$ cat config.mk
export PLATFORM = sky130hd
export DESIGN_NAME = spi_cmd_tx
export DESIGN_NICKNAME = d
export VERILOG_FILES = /design/src/rtl/spi_cmd_tx.sv
export SDC_FILE = /design/constraint.sdc
export NUM_CORES = 1
export LEC_CHECK = 0
export CAP_MARGIN = 20
export CORE_MARGIN = 4
export CORE_UTILIZATION = 30
export CTS_CLUSTER_SIZE = 28
export DETAILED_ROUTE_END_ITERATION = 7
export HOLD_SLACK_MARGIN = 0.1
export SLEW_MARGIN = 25
export SYNTH_ARGS = -nofsm -noshare
export SYNTH_HDL_FRONTEND = slang
export SYNTH_SLANG_ARGS = --single-unit
$ cat constraint.sdc
create_clock -name sys_clk -period 3.4 [get_ports sys_clk]
set_input_delay 0.68 -clock sys_clk [delete_from_list [all_inputs] [get_ports sys_clk]]
set_output_delay 0.68 -clock sys_clk [all_outputs]
set_load 0.02 [all_outputs]
$ cat src/rtl/spi_cmd_tx.sv
// SPI mode-0 command transmitter: shifts an {cmd, data} packet out MSB first with
// chip-select framing, fixed setup/hold/gap windows and registered outputs.
module spi_cmd_tx #(
    parameter int unsigned PACKET_WIDTH = 24,
    parameter int unsigned DATA_WIDTH   = PACKET_WIDTH - 8,
    parameter int unsigned HALF_PERIOD  = 4
) (
    input  logic                  sys_clk,
    input  logic                  rst,
    input  logic [7:0]            cmd_word,
    input  logic [DATA_WIDTH-1:0] data_word,
    input  logic                  valid,
    output logic                  ready,
    output logic                  done,
    output logic                  sclk,
    output logic                  mosi,
    output logic                  csb
);

    localparam int unsigned BitW = (PACKET_WIDTH > 1) ? $clog2(PACKET_WIDTH) : 1;
    localparam int unsigned HpW  = $clog2(HALF_PERIOD);
    localparam logic [BitW-1:0] LastBit = BitW'(PACKET_WIDTH - 1);
    localparam logic [HpW-1:0]  LastHp  = HpW'(HALF_PERIOD - 1);

    typedef enum logic [2:0] {
        StIdle,
        StSetup,
        StShift,
        StHold,
        StGap
    } state_e;

    state_e                  state_q, state_d;
    logic [BitW-1:0]         bit_cnt_q, bit_cnt_d;
    logic [HpW-1:0]          hp_cnt_q, hp_cnt_d;
    logic                    phase_q, phase_d;
    logic [PACKET_WIDTH-1:0] shift_q, shift_d;

    logic ready_q, ready_d;
    logic done_q, done_d;
    logic sclk_q, sclk_d;
    logic mosi_q, mosi_d;
    logic csb_q, csb_d;

    logic hp_tick;
    logic accept;
    logic in_frame;

    // State register.
    always_ff @(posedge sys_clk or posedge rst) begin
        if (rst) begin
            state_q   <= StIdle;
            bit_cnt_q <= '0;
            hp_cnt_q  <= '0;
            phase_q   <= 1'b0;
            shift_q   <= '0;
        end else begin
            state_q   <= state_d;
            bit_cnt_q <= bit_cnt_d;
            hp_cnt_q  <= hp_cnt_d;
            phase_q   <= phase_d;
            shift_q   <= shift_d;
        end
    end

    // Next-state logic. phase_q is the sclk level of the current SHIFT half-period.
    always_comb begin
        hp_tick   = (hp_cnt_q == LastHp);
        accept    = valid && ready_q;
        state_d   = state_q;
        bit_cnt_d = bit_cnt_q;
        phase_d   = phase_q;
        shift_d   = shift_q;
        hp_cnt_d  = '0;
        if (state_q != StIdle) begin
            hp_cnt_d = hp_tick ? '0 : hp_cnt_q + HpW'(1);
        end

        unique case (state_q)
            StIdle: begin
                if (accept) begin
                    state_d   = StSetup;
                    shift_d   = {cmd_word, data_word};
                    bit_cnt_d = '0;
                    phase_d   = 1'b0;
                end
            end
            StSetup: begin
                if (hp_tick) begin
                    state_d = StShift;
                    phase_d = 1'b0;
                end
            end
            StShift: begin
                if (hp_tick) begin
                    if (!phase_q) begin
                        phase_d = 1'b1;
                    end else if (bit_cnt_q == LastBit) begin
                        // Final falling edge: keep the last bit on mosi through HOLD.
                        state_d = StHold;
                        phase_d = 1'b0;
                    end else begin
                        phase_d   = 1'b0;
                        bit_cnt_d = bit_cnt_q + BitW'(1);
                        shift_d   = {shift_q[PACKET_WIDTH-2:0], 1'b0};
                    end
                end
            end
            StHold: begin
                if (hp_tick) begin
                    state_d = StGap;
                end
            end
            StGap: begin
                if (hp_tick) begin
                    state_d = StIdle;
                end
            end
            default: begin
                state_d = StIdle;
            end
        endcase
    end

    // Output decode from next state so every output leaves a flop.
    always_comb begin
        in_frame = (state_d == StSetup) || (state_d == StShift) || (state_d == StHold);
        ready_d  = (state_d == StIdle);
        done_d   = (state_q == StHold) && (state_d == StGap);
        csb_d    = !in_frame;
        sclk_d   = (state_d == StShift) && phase_d;
        mosi_d   = in_frame && shift_d[PACKET_WIDTH-1];
    end

    always_ff @(posedge sys_clk or posedge rst) begin
        if (rst) begin
            ready_q <= 1'b1;
            done_q  <= 1'b0;
            sclk_q  <= 1'b0;
            mosi_q  <= 1'b0;
            csb_q   <= 1'b1;
        end else begin
            ready_q <= ready_d;
            done_q  <= done_d;
            sclk_q  <= sclk_d;
            mosi_q  <= mosi_d;
            csb_q   <= csb_d;
        end
    end

    assign ready = ready_q;
    assign done  = done_q;
    assign sclk  = sclk_q;
    assign mosi  = mosi_q;
    assign csb   = csb_q;

endmodule
After elaboration in Yosys (flattened, before gate mapping):

Cells that the tools add are included.

* flip-flop bits (word level): 40
* input port bits: 27
* output and inout port bits: 5
* logic and storage cells: 64

* add/sub/neg operators: 2
* equal/unequal tests: 14
* muxes and demuxes: 25
* reduce and logical (&&, ||, !) cells: 12

Operators by type and width (number)
* $mux 24: 4
* $pmux 24 s2: 1
* $mux 3: 7
* $mux 5: 4
* $pmux 3 s5: 1
* $eq 3x2->1 const B: 4
* $pmux 5 s2: 1
* $ne 2x2->1 const B: 4
* $eq 3x1->1 const B: 2
* $eq 3x3->1 const B: 2
* $logic_not 3->1: 2
* $add 5x1->5 const B: 1
* $eq 5x5->1 const B: 1
* $reduce_and 5->1: 1
* $logic_and 1x1->1: 4
* $mux 1: 4
* $mux 2: 2
* $pmux 1 s3: 1
* $reduce_bool 3->1: 1
* $add 2x1->2 const B: 1
* $eq 2x2->1 const B: 1
* $logic_or 1x1->1: 2
* $reduce_bool 2->1: 1
* $logic_not 1->1: 1

Depth between registers and ports, before layout:

* depth in word-level cells: 9
* depth in mapped cells: 8

Worst setup path before layout:

No wires, ideal clock.

* kind: register -> register
* start: register state_q[0]
* end: register shift_q[10]
* setup time: 124 ps
* data arrival time: 1649 ps
* required time: 3276 ps
* setup slack: 1627 ps
* stages on the path, launching flop included: 8
* buffers on the path: 3
* clock period less this slack: 1773 ps
* path through: dfrtp_1 > or3b_1 > buf_6 > o32a_1 > buf_6 > buf_6 > nand2_1 > nand2_1

* longest elaborated chain between the ends: 3

RTL lines
* start: declaration: line 33 `state_e state_q, state_d;`
* start signal: assignment: line 52 `state_q <= StIdle;`
* start signal: assignment: line 58 `state_q <= state_d;`
* $eq 3x2->1 / $logic_not 3->1 (equally long branches): line 79 `unique case (state_q)`
* $ne 2x2->1 (no line) / $reduce_bool 2->1 (equally long branches)
* $reduce_and 5->1 (no line)
* end signal: assignment: line 62 `shift_q <= shift_d;`
* end: declaration: line 37 `logic [PACKET_WIDTH-1:0] shift_q, shift_d;`

Several ways; a longest one is shown, not always the timed one.
A chain may end at the register's enable or synchronous reset.

Worst setup path after layout:

* start: register state_q[1]
* end: register shift_q[20]

Same word-level chain as after synthesis.

==> impl_metrics.toml <==
[timing]
fin_crit_ns = 2.116
rsz0062_at_grt = "no"
fin_tns_setup_ns = 0
max_freq_mhz = 472.6
hold_viol_final = 0
slew_viol_final = 0
setup_viol = 0
period_share_pct = 62.24
tightest_slew_ns = 0.7469
finalClockSkew_ns = 0.005566
slew_headroom_pct = 50.16

[clocking]
cts_hold_buf = 0
cts.clk_slew.worst_paths_ns = 0.08
clk_latency_ns = 0.29
cts_made_buffers = 5
cts.sinks = 40
cts_tree = "built"
post-cts-setup-buffer-count = 0
postCtsResizedCells = 0
root_buffer = "clkbuf_8"
clk_path_buf_depth = 2
htreeDepth = 2

[run_status]
status = "finished, final reports clean"

[worst_setup_path]
worstSetupPathType = "register to register"
end_kind = "register"
cpPeakStageDelay_ns = 0.63
cp_slowest_cell = "o32a_2"
crit_chain = "or3b_1 -> o32a_2 -> buf_4 -> nand2_1 -> nand2_1"
critPathRequiredTime_ns = 3.58
path_common_cell = "nand2_1"
crit_path_max_fanout = 26
arrival_ns = 2.30
start_kind = "register"

[logic_synthesis]
synthFlopType = "dfrtp_1"
ys_seq_area_share_pct = 56.68
synthArstFlopShare_pct = 100.0
yosysWarnings = 0
ys_ff_latch = 40
synth_edf_count = 0
synthCells = 172
synth_area_per_cell_um2 = 10.29
syn_nets = 202
synth_area_um2 = 1770
ys_types = 37

[floorplan]
die_x_um = 84.82
start_util_pct = 31.57
fp.dieH_um = 84.82
rows = 27
die_area_um2 = 7194
io_pins = 32
core_um2 = 5608

[power]
p_leak_nw = 1.042
power_density_nw_per_um2 = 745.1
ir_drop_mv = 0.2556

[detailed_routing]
firstDrtPassIters = 4
route.detailed.drc = 0
wire_per_inst_um = 12.93
finalWirelength_um = 3595
via_per_inst = 4.723
drt-initial-drc-count = 115
vias = 1313
ant_nets = 0

[place]
post-dp-hpwl_um = 2398
place_congestion = 0.7663
io_buffers = 31

[run]
drv_cap = 0

[global_routing]
antenna_found_initial = 0
grtUsageTotal_pct = 11.00
grt_remaining_overflow = 0
grt_pass1_vias = 1380
grt_max_degree = 41
grt_first_pass_wirelength_um = 6479

[final_layout]
nets = 235
nFillCells = 576
layout_commonest_cell = "nand2_1"
final_core_util_pct = 39.78
areaGrowthSynthToFinish_pct = 26.01
n_antenna_cell = 0
drive_above_1_share_pct = 9.709
final_cell_mix = "nand2_1 (52), dfrtp_1 (38), clkdlybuf4s50_1 (31)"

[hold_path]
hold_class = "register to register"
[per-layer routing]
metal  vias up  track usage [%]  wire [µm]
met5         -                0          0
met1       605            15.19       1831
li1        665                -          -
met4         0            3.597         46
met3         5            3.689        219
met2        38            16.23       1498
[final cells by class]
type                    instances  area (µm²)  share of cell area, %
clock buffers                   6       82.58                  3.702
well taps                      72       90.09                  4.038
clock inverters                 2       10.01                 0.4487
repair buffers                 35       340.3                  15.26
flip-flops and latches         40        1003                  44.98
multi-input cells             120       693.2                  31.07
inverters                       3       11.26                 0.5048
[synthesized netlist by cell type, types with 2 or more instances]
master	instances	share of area, %
a22oi_1	23	9.8
buf_2	3	0.85
buf_6	3	1.9
clkbuf_1	2	0.42
dfrtp_1	38	54
dfstp_2	2	3.0
ha_1	3	2.1
inv_1	3	0.64
nand2_1	52	11
nand2b_1	2	0.71
nand3_1	2	0.57
nor2_1	10	2.1
nor3_1	2	0.57
nor3b_1	2	0.85
o21ai_0	2	0.57
xnor2_1	2	0.99
[through the flow]
step / hold slack (ns) / cell area (µm²) / setup WS (ns) / cells / power (mW)
floorplan: 0.4139 / 1770 / 1.627 / 172 / 1.199
global placement: 0.4260 / 2137 / 0.9121 / 270 / 1.332
detailed placement: 0.4364 / 2137 / 0.8917 / 270 / 1.343
CTS: 0.4468 / 2230 / 1.091 / 278 / 1.677
global route: 0.4817 / 2231 / 1.056 / 278 / 1.797
finish: 0.4450 / 2231 / 1.284 / 278 / 1.662
[cell families after synthesis]
family	share of synthesized area, %
compound gates	16.11
xor+xnor	1.484
fa+ha+maj	2.120
buf+inv	4.240
flops	56.68
simple gates	19.37
[final timing paths]
| check | slack (ns) | start | depth (start not counted) | to |
|---|---|---|---|---|
| max in group asynchronous | 2.24 | rst | 3 | ready |
| min reg2reg | 0.44 | hp_cnt_q[0] | 1 | hp_cnt_q[0] |
| max reg2reg | 1.28 | state_q[1] | 5 | shift_q[20] |
| min in group asynchronous | 0.80 | rst | 3 | shift_q[10] |
| max | 1.28 | state_q[1] | 5 | shift_q[20] |
| min | 0.44 | hp_cnt_q[0] | 1 | hp_cnt_q[0] |
[sequential cells by signal, indices dropped and copies added, names as in the netlist]
signal	cells
done	1
sclk	1
phase_q	1
mosi	1
ready	1
state_q	3
hp_cnt_q	2
shift_q	24
csb	1
bit_cnt_q	5
[critical path, delay by kind of cell, from the launching register on]
kind                   cells  cell delay [ns]
and+or+nand+nor            3             0.66
buffers and inverters      1             0.23
DFF                        1             0.49
AOI/OAI and AO/OA          1             0.63
[power by group]
group          total [mW]  internal (mW)  switching [mW]
clock               0.331          0.162           0.169
combinational       0.521          0.240           0.281
sequential          0.810          0.683           0.127
No activity file was read; power rests on OpenSTA's default activity.
